### src/rtl/seq_det_sched_pkg.sv
// seq_sched_pkg: shared types and default constants for the sequence-detector
// scheduler and its match engine.
package seq_sched_pkg;

   // Scheduler FSM states
   typedef enum logic [1:0] {
      IDLE   = 2'd0,
      STREAM = 2'd1,
      REPORT = 2'd2
   } sched_state_t;

   // Default pattern geometry. The pattern is held in an 8-bit container so
   // that any pattern length up to 8 can slice its default from here.
   localparam int         DEF_PAT_LEN = 3;
   localparam logic [7:0] DEF_PATTERN = 8'b0000_0101;

endpackage

### src/rtl/seq_match_engine.sv
// seq_match_engine: serial pattern matcher shared by all scheduler lanes.
// Holds the bit history, a saturating fill counter and the comparator.
// Build option SEQ_DET_SCHED_OVERLAP_EN: when defined, overlapping matches
// count; otherwise a match restarts the fill so matches never share bits.
module seq_match_engine
   import seq_sched_pkg::*;
#(
   parameter int                 PAT_LEN = DEF_PAT_LEN,
   parameter logic [PAT_LEN-1:0] PATTERN = DEF_PATTERN[PAT_LEN-1:0]
) (
   input  logic clk,
   input  logic rst,
   input  logic clr,
   input  logic shift,
   input  logic bit_in,
   output logic match
);

   localparam int            FW   = $clog2(PAT_LEN + 1);
   localparam logic [FW-1:0] FULL = FW'(PAT_LEN);

   logic [PAT_LEN-1:0] hist_q, hist_d, histShift;
   logic [FW-1:0]      fill_q, fill_d, fillInc;

   // Next history/fill and the match decision; the incoming bit counts
   // toward the match on the same beat it arrives.
   always_comb begin
      hist_d    = hist_q;
      fill_d    = fill_q;
      match     = 1'b0;
      histShift = {hist_q[PAT_LEN-2:0], bit_in};
      fillInc   = (fill_q == FULL) ? FULL : fill_q + FW'(1);
      if (clr) begin
         hist_d = '0;
         fill_d = '0;
      end else if (shift) begin
         hist_d = histShift;
         fill_d = fillInc;
         if ((fillInc == FULL) && (histShift == PATTERN)) begin
            match = 1'b1;
`ifdef SEQ_DET_SCHED_OVERLAP_EN
            fill_d = fillInc;
`else
            fill_d = '0;
`endif
         end
      end
   end

   // History and fill registers
   always_ff @(posedge clk or posedge rst) begin
      if (rst) begin
         hist_q <= '0;
         fill_q <= '0;
      end else begin
         hist_q <= hist_d;
         fill_q <= fill_d;
      end
   end

endmodule

### src/rtl/seq_det_sched.sv
// seq_det_sched: round-robin scheduler that grants one bit-serial lane per
// packet to a shared pattern-match engine and returns (lane, match count)
// over a valid/ready handshake.
// Build option SEQ_DET_SCHED_OVERLAP_EN selects overlapping match counting
// inside the engine.
module seq_det_sched
   import seq_sched_pkg::*;
#(
   parameter int                 N_REQ   = 4,
   parameter int                 PAT_LEN = DEF_PAT_LEN,
   parameter logic [PAT_LEN-1:0] PATTERN = DEF_PATTERN[PAT_LEN-1:0],
   parameter int                 CNT_W   = 8
) (
   input  logic                      clk,
   input  logic                      rst,
   input  logic [N_REQ-1:0]          req_valid,
   input  logic [N_REQ-1:0]          req_bit,
   input  logic [N_REQ-1:0]          req_last,
   output logic [N_REQ-1:0]          req_ready,
   output logic                      res_valid,
   input  logic                      res_ready,
   output logic [$clog2(N_REQ)-1:0]  res_lane,
   output logic [CNT_W-1:0]          res_count,
   output logic                      busy
);

   localparam int LW = $clog2(N_REQ);

   sched_state_t     state_q;
   logic [LW-1:0]    grant_q, rr_ptr_q, res_lane_q;
   logic [CNT_W-1:0] cnt_q, cnt_d, res_count_q;
   logic [N_REQ-1:0] req_ready_q;
   logic             res_valid_q, busy_q;

   logic             pickFound;
   logic [LW-1:0]    pickLane;
   logic             beat, engineClr, engineMatch;

   // Round-robin pick: first valid lane at or above rr_ptr, wrapping around
   always_comb begin
      pickFound = 1'b0;
      pickLane  = '0;
      for (int i = 0; i < N_REQ; i++) begin
         if (!pickFound && req_valid[(int'(rr_ptr_q) + i) % N_REQ]) begin
            pickFound = 1'b1;
            pickLane  = LW'((int'(rr_ptr_q) + i) % N_REQ);
         end
      end
   end

   // Beat qualification and engine control; non-granted lanes never reach here
   always_comb begin
      beat      = (state_q == STREAM) && req_valid[grant_q] && req_ready_q[grant_q];
      engineClr = (state_q == IDLE) && pickFound;
      cnt_d     = cnt_q;
      if (engineMatch && (cnt_q != {CNT_W{1'b1}})) begin
         cnt_d = cnt_q + CNT_W'(1);
      end
   end

   seq_match_engine #(
      .PAT_LEN (PAT_LEN),
      .PATTERN (PATTERN)
   ) u_engine (
      .clk    (clk),
      .rst    (rst),
      .clr    (engineClr),
      .shift  (beat),
      .bit_in (req_bit[grant_q]),
      .match  (engineMatch)
   );

   // Scheduler FSM with registered handshake outputs and result registers
   always_ff @(posedge clk or posedge rst) begin
      if (rst) begin
         state_q     <= IDLE;
         grant_q     <= '0;
         rr_ptr_q    <= '0;
         cnt_q       <= '0;
         res_lane_q  <= '0;
         res_count_q <= '0;
         req_ready_q <= '0;
         res_valid_q <= 1'b0;
         busy_q      <= 1'b0;
      end else begin
         case (state_q)
            IDLE: begin
               if (pickFound) begin
                  grant_q     <= pickLane;
                  cnt_q       <= '0;
                  req_ready_q <= {{(N_REQ-1){1'b0}}, 1'b1} << pickLane;
                  busy_q      <= 1'b1;
                  state_q     <= STREAM;
               end
            end
            STREAM: begin
               if (beat) begin
                  cnt_q <= cnt_d;
                  if (req_last[grant_q]) begin
                     res_lane_q  <= grant_q;
                     res_count_q <= cnt_d;
                     res_valid_q <= 1'b1;
                     req_ready_q <= '0;
                     state_q     <= REPORT;
                  end
               end
            end
            REPORT: begin
               if (res_ready) begin
                  res_valid_q <= 1'b0;
                  busy_q      <= 1'b0;
                  rr_ptr_q    <= (grant_q == LW'(N_REQ - 1)) ? '0 : grant_q + LW'(1);
                  state_q     <= IDLE;
               end
            end
            default: begin
               state_q <= IDLE;
            end
         endcase
      end
   end

   assign req_ready = req_ready_q;
   assign res_valid = res_valid_q;
   assign res_lane  = res_lane_q;
   assign res_count = res_count_q;
   assign busy      = busy_q;

endmodule
### config.mk
export PLATFORM = sky130hd
export DESIGN_NAME = seq_det_sched
export DESIGN_NICKNAME = d
export VERILOG_FILES = /design/src/rtl/seq_det_sched_pkg.sv /design/src/rtl/seq_match_engine.sv /design/src/rtl/seq_det_sched.sv
export SDC_FILE = /design/constraint.sdc
export NUM_CORES = 1
export LEC_CHECK = 0
export CAP_MARGIN = 20
export CORE_MARGIN = 5
export CORE_UTILIZATION = 53
export CTS_CLUSTER_DIAMETER = 150
export DETAILED_ROUTE_END_ITERATION = 16
export GPL_TIMING_DRIVEN = 0
export HOLD_SLACK_MARGIN = 0.12
export PLACE_DENSITY = 0.76
export SLEW_MARGIN = 10
export SYNTH_ARGS = -nofsm -noshare
export SYNTH_HDL_FRONTEND = slang
export SYNTH_HIERARCHICAL = 1
export SYNTH_SLANG_ARGS = --single-unit
### constraint.sdc
create_clock -name clk -period 3.6 [get_ports clk]
set_clock_uncertainty 0.15 [all_clocks]
set_input_delay 0.54 -clock clk [delete_from_list [all_inputs] [get_ports clk]]
set_output_delay 0.54 -clock clk [all_outputs]
set_load 0.005 [all_outputs]
* Yosys cells after proc, flatten, opt, wreduce, memory -nomap -nowiden *
Cells that the tools add are included.

word-level totals
  input port bits = 15
  register bits = 34
  output and inout bits = 16

cells by class
  bitwise operators = 3
  reduce and logical (&&, ||, !) cells = 27
  eq/ne operators = 11
  mux-type cells = 56
  shift-type cells = 1
  $lt $le $gt $ge = 5
  add/sub/neg operators = 6

operators with widths
  operator                                            number
  two-way mux 2 bit                                   15
  two-way mux 8 bit                                   3
  two-way mux 1 bit                                   22
  binary-select mux 1 bit (select 2 bit)              8
  one-hot mux 8 bit (2 select lines)                  1
  < comparator 3 x 4 -> 1 bit, second input constant  3
  two-way mux 4 bit                                   3
  AND reduction 4 bit                                 3
  AND reduction 3 bit                                 3
  adder 8 x 1 -> 8 bit, second input constant         1
  equality test 2 bit, second input constant          4
  logical AND 1 bit                                   8
  inequality test 8 bit, second input constant        1
  one-hot mux 4 bit (2 select lines)                  1
  nonzero test 2 bit                                  4
  adder 2 x 1 -> 2 bit, second input constant         3
  < comparator 2 x 3 -> 1 bit, second input constant  2
  inequality test 2 bit, second input constant        3
  one-hot mux 2 bit (3 select lines)                  1
  OR reduction 2 bit                                  3
  adder 2 bit, second input constant                  2
  one-hot mux 1 bit (2 select lines)                  2
  AND reduction 2 bit                                 2
  << shifter 1 x 2 -> 4 bit, first input constant     1
  6 further kinds                                     10

* Logic depth before layout (Yosys ltp) *
  depth after elaboration = 20
  depth in mapped cells = 11

* Hierarchy *
Netlist, hierarchy kept.

modules (own cells, without submodules)
  module            sequential area each (um2)  area an instance (um2)  cells an instance  instances
  seq_det_sched     750.7                       1726.7                  161                1
  seq_match_engine  100.1                       201.4                   18                 1

* Worst setup path after synthesis *
No wires, ideal clock.

  path kind = input port to flip-flop
  from = input port req_valid[1]
  to = register cnt_q[7]
  required time = 3386 ps
  stages on the path = 9
  path slack = 543 ps
  arrival time = 2843 ps
  library setup time = 64 ps
  path buffers = 1
  cells stage by stage = nor4_1 -> or3_1 -> buf_2 -> inv_2 -> nor3b_1 -> nand4_1 -> or4_1 -> a211oi_1 -> a21o_1

between the ends
  word-level cells in the longest chain between the ends = 18

RTL lines
  element                                  line                    RTL
  start, declared                          seq_det_sched.sv:16     input logic [N_REQ-1:0] req_valid,
  binary-select mux 1 bit (select 2 bit)   seq_det_sched.sv:44     if (!pickFound && req_valid[(int'(rr_ptr_q) + i) % N_REQ]) begin
  two-way mux 1 bit (not written as such)  seq_det_sched.sv:44
  two-way mux 1 bit                        seq_det_sched.sv:44
  logical NOT 1 bit                        seq_det_sched.sv:44
  logical AND 1 bit                        seq_det_sched.sv:44
  two-way mux 1 bit                        seq_det_sched.sv:44
  logical NOT 1 bit                        seq_det_sched.sv:44
  logical AND 1 bit                        seq_det_sched.sv:44
  [4 not listed]                           n/a
  logical AND 1 bit *                      seq_det_sched.sv:54     engineClr = (state_q == IDLE) && pickFound;
  via engineClr                            seq_det_sched.sv:37     logic beat, engineClr, engineMatch;
  two-way mux 1 bit *                      seq_match_engine.sv:33  if (clr) begin
  via engineMatch                          seq_det_sched.sv:37
  logical AND 1 bit *                      seq_det_sched.sv:56     if (engineMatch && (cnt_q != {CNT_W{1'b1}})) begin
  two-way mux 8 bit *                      seq_det_sched.sv:56
  two-way mux 8 bit *                      seq_det_sched.sv:97     if (beat) begin
  one-hot mux 8 bit (2 select lines) *     seq_det_sched.sv:86     case (state_q)
  end signal, assigned                     seq_det_sched.sv:98     cnt_q <= cnt_d;
  end, declared                            seq_det_sched.sv:31     logic [CNT_W-1:0] cnt_q, cnt_d, res_count_q;

Mark *: on every way through the listed nets, which the timed path passes. The rest lies on a longest branch. The select of a mux whose other input is x is not followed.
A chain may end at the register's enable or synchronous reset.

* Worst setup path after layout *
  from = input port req_valid[3]
  to = register cnt_q[7]

RTL lines
  element                                  line                    RTL
  binary-select mux 1 bit (select 2 bit)   seq_det_sched.sv:53     beat = (state_q == STREAM) && req_valid[grant_q] && req_ready_q[grant_q];
  two-way mux 1 bit (not written as such)  seq_det_sched.sv:53
  logical AND 1 bit (2 in series)          seq_det_sched.sv:53
  via beat                                 seq_det_sched.sv:37
  two-way mux 1 bit                        seq_match_engine.sv:36  end else if (shift) begin
  two-way mux 1 bit                        seq_match_engine.sv:33
  via engineMatch                          seq_det_sched.sv:37
  logical AND 1 bit                        seq_det_sched.sv:56
  two-way mux 8 bit                        seq_det_sched.sv:56
  two-way mux 8 bit                        seq_det_sched.sv:97
  one-hot mux 8 bit (2 select lines)       seq_det_sched.sv:86

The timed path passes the listed nets, and every way through them passes these cells. The select of a mux whose other input is x is not followed.

==> results <==
- The average wire length per cell after detail routing is 17.31 µm.
- IR analysis of the VDD net gives a maximum drop of 0.3362 mV.
- The arrival time of data at the critical path endpoint is 3.57 ns.
- The number of top-level pins is 31.
- TritonCTS built the clock tree.
- The share of flip-flops with an asynchronous set or reset after synthesis is 100.0%.
- The timing-limited maximum frequency is 290.5 MHz.
- In this run, the number of DRC markers left after iteration 0 of detailed routing was 123.
- The maximum number of pins on one net before global-route repair is 20.
- In this run the worst path has a maximum fanout of 7.
- The floorplan step set the die height to 70.32 µm.
- The buffering stage count on the worst path with inverters included is 4.
- The class of the most critical hold timing path is input pin to asynchronous set/reset pin.
- The hold violation total from the final report came to 0.
- The fraction of final layout cells sized beyond drive strength 1 is 16.59%.
- CTS built an H-tree with a depth of 2.
- Max-cap violations in this run came to 0.
- Power spread over the standard cell area amounts to 593.8 nW/µm².
- The final layout contains 234 nets.
- For this run, the number of Yosys warnings is 6.
- The worst stage delay on the critical path is 0.62 ns.
- Among all stages on the critical path, the largest delay is contributed by clkdlybuf4s50_1.
- The initial antenna violation count was 0.
- Clock-pin slew was measured on the worst setup and hold paths at 0.10 ns.
- The number of synthesized flops with an enable pin is 0.
- In this run the core area contains 22 standard-cell rows.
- The via count of the first global-routing pass is 1,670.
- Dividing the synthesized area by the synthesized cell count gives 10.77 µm².
- The worst slack at placement is -0.5544 ns.
- The count of distinct cell types in the synthesized netlist is 55.
- The critical path capture point type is a flip-flop.
- After clock tree synthesis, the setup repair step added 0 buffers.
- The relative contribution of sequential cells to total power is 41.1%.
- From synthesis to final layout, the design area changed by 22.71%.
- The type of the setup path with the least slack is input pin to flip-flop.
- The routed design could run at a clock period as short as 3.443 ns.
- Among all flip-flop cells after synthesis, the most frequent one is dfrtp_1.
- Synthesis produced a netlist with a net count of 196.
- The max-slew violation count is 0.
- The static power due to leakage is 1.015 nW.
- The effective utilization at floorplan is 53.88%.
- Setup violations remaining at the end of the flow were counted as 0.
- The worst setup path is launched from an input pin.
- The ratio of final minimum period to clock period is 95.63%.
- The number of sinks driven by the clock tree is 34.
- The synthesized netlist occupies a cell area of 1928 µm².
- The overall global routing resource usage is 19.70%.
- The sequential-to-total area share from yosys stat is 44.13%.
- Among cell families on the critical path, the largest total delay comes from simple AND/OR/NAND/NOR gates.
- The cell area after layout is 2366 µm².
- The clock latency on the worst-skew pair is 0.33 ns.
- In this run, synthesis produced a sequential element count of 34.
- The clock passes through at most 2 buffers.
- For the worst setup path, the data required time is 3.73 ns.
- During placement, the flow inserted port buffers numbering 30.
- The worst-case setup margin in the final layout is 0.1574 ns.
- The via count normalized by instance count is 5.989.
- The number of buffers created by CTS is 5.
- The total vias in the final route is 1,587.
- The detail route stage leaves a number of antenna-violating nets equal to 0.
- The post-place instance area is 2303 µm².
- The part of the power in combinational logic is 45.1%.
- The first-pass detailed-route iteration total is 4.
- The first global-routing pass estimated 7762 µm of wire.
- The antenna diode count is 0.
- Of the total power, the share spent switching nets is 38.42%.
- The internal cell power is 865.2 µW.
- Detailed placement ended at an HPWL of 3463 µm.
- In this run the power spent charging and discharging nets is 539.8 µW.
- Setup repair after global routing left no endpoint under its margin.
- The clock group share of total power is 13.7%.
- The tightest slew margin relative to the limit is 47.61%.
- Hold repair after CTS inserted 0 buffers.
- The flow ran to the end, and the final reports show no timing, DRC or antenna violations.
- The gate count of the mapped netlist is 179.
- The wire length after detailed routing is 4588 µm.
- The remaining routing DRC violations is 0.
- The placeable core region is 3578 µm².
- In this run the clock root is driven by a clkbuf_4.
- The die covers 4944 µm².
- The measured slew at the worst slew-check pin is 0.7849 ns.
- Routability-driven placement finished with a final weighted congestion of 0.9367.
- The x dimension of the die is 70.32 µm.
- Walking the worst path, the cells encountered are clkdlybuf4s50_1 > and2_0 > mux4_2 > nand2_1 > inv_2 > clkbuf_2 > inv_1 > nor3b_4 > nand4_1 > or4_1 > a211oi_1 > a21o_1.
- After global routing the overflow that remains totals 0.
-- power groups by stage --
stage / Clock [mW] / Sequential (mW) / Combinational (mW)
finish: 0.193 / 0.578 / 0.634
global placement: 0 / 0.575 / 0.608
floorplan: 0 / 0.562 / 0.398
detailed placement: 0 / 0.583 / 0.629
CTS: 0.201 / 0.576 / 0.633
global route: 0.222 / 0.592 / 0.690
-- sequential cells by signal, summed over array words and instances (netlist names), 2 cells and up --
signal and flops:
state_q 2, cnt_q 8, rr_ptr_q 2, u_engine/fill_q 2, u_engine/hist_q 2, res_lane 2, req_ready 4, res_count 8
grant_q 2
-- logic make-up after synthesis --
kind of cell             synth area share (%)
AND/OR/NAND/NOR                         15.51
AO/OA/AOI/OAI                           19.79
flip-flops                              44.13
buffers and inverters                   4.996
multiplexers                            13.37
XOR/XNOR                               0.9087
adder cells (fa/ha/maj)                 1.298
-- Yosys cell counts (3+ instances only) --
| cell type | count | area share (%) |
|---|---|---|
| nand2_1 | 17 | 3.3 |
| buf_2 | 4 | 1.0 |
| o32ai_1 | 4 | 1.8 |
| nor4_1 | 6 | 1.9 |
| and2_0 | 3 | 0.97 |
| a31oi_1 | 5 | 1.6 |
| a21o_1 | 3 | 1.2 |
| nand2b_1 | 4 | 1.3 |
| mux4_2 | 4 | 4.7 |
| dfrtp_1 | 34 | 44 |
| a211oi_1 | 4 | 1.6 |
| and2_1 | 4 | 1.3 |
| a21oi_1 | 8 | 2.1 |
| a221o_1 | 3 | 1.6 |
| nand3_1 | 3 | 0.78 |
| mux2i_1 | 4 | 2.1 |
| mux2_4 | 7 | 5.5 |
| inv_1 | 9 | 1.8 |
| nor2_1 | 6 | 1.2 |
-- layout make-up --
class | instances | area (µm²)
timing repair buffer | 31 | 315.3
tap | 48 | 60.06
multi-input combinational | 126 | 998.5
buffer | 8 | 55.05
clock buffer | 7 | 45.04
fill | 300 | 1212
inverter | 11 | 41.29
sequential | 34 | 850.8
-- per-layer routing --
metal	GRT usage [%]	part of all wire, %	vias up
met3	4.460	3.9	7
met2	33.37	52	45
li1	-	-	753
met4	7.021	1.3	0
met5	0	0	-
met1	24.43	42	782
-- path summary, 6_finish.rpt --
path / startpoint / endpoint / slack (ns) / depth (start not counted)
setup / recovery: req_valid[3] / cnt_q[7] / 0.16 / 12
max in group asynchronous: rst / res_count[3] / 2.22 / 3
setup reg to reg: grant_q[0] / cnt_q[7] / 0.45 / 11
hold / removal: rst / u_engine/hist_q[0] / 0.26 / 2
min in group clk: res_valid / res_valid / 0.35 / 1
hold reg to reg: res_valid / res_valid / 0.35 / 1
-- repair_timing --
item | 4_1_cts | 5_1_grt
hold endpoints to repair | 0 | 0
resized for setup | 2 | 1
endpoints found under the setup margin | 6 | 1
-- stage by stage --
| step | cells | util (%) | hold WS [ns] | setup TNS [ns] | power (mW) |
|---|---|---|---|---|---|
| 2_1_floorplan | 179 | - | 0.1561 | 0 | 0.9599 |
| 3_3_place_gp | 257 | 63.95 | 0.3264 | -4.420 | 1.183 |
| 3_5_place_dp | 258 | 64.37 | 0.3330 | -4.887 | 1.212 |
| 4_1_cts | 265 | 65.94 | 0.2609 | 0 | 1.410 |
| 5_1_grt | 265 | 66.12 | 0.2662 | 0 | 1.504 |
| 6_report | 265 | 66.12 | 0.2600 | 0 | 1.405 |
-- cell usage in the layout (no fill, tap or decap), types with 3 or more instances in the layout --
cell type        instances
nor2_1                   6
a21oi_1                  8
mux2i_1                  4
nand2_1                 17
a21o_1                   3
inv_1                    9
nand2b_1                 4
o32ai_1                  4
a221o_1                  3
mux4_2                   4
dfrtp_1                 34
buf_2                    4
a31oi_1                  5
a211oi_1                 4
and2_0                   3
clkbuf_4                 5
and2_1                   4
mux2_4                   7
clkdlybuf4s50_1         30
nor4_1                   5
nand3_1                  3
(Power assumes the default switching activity.)
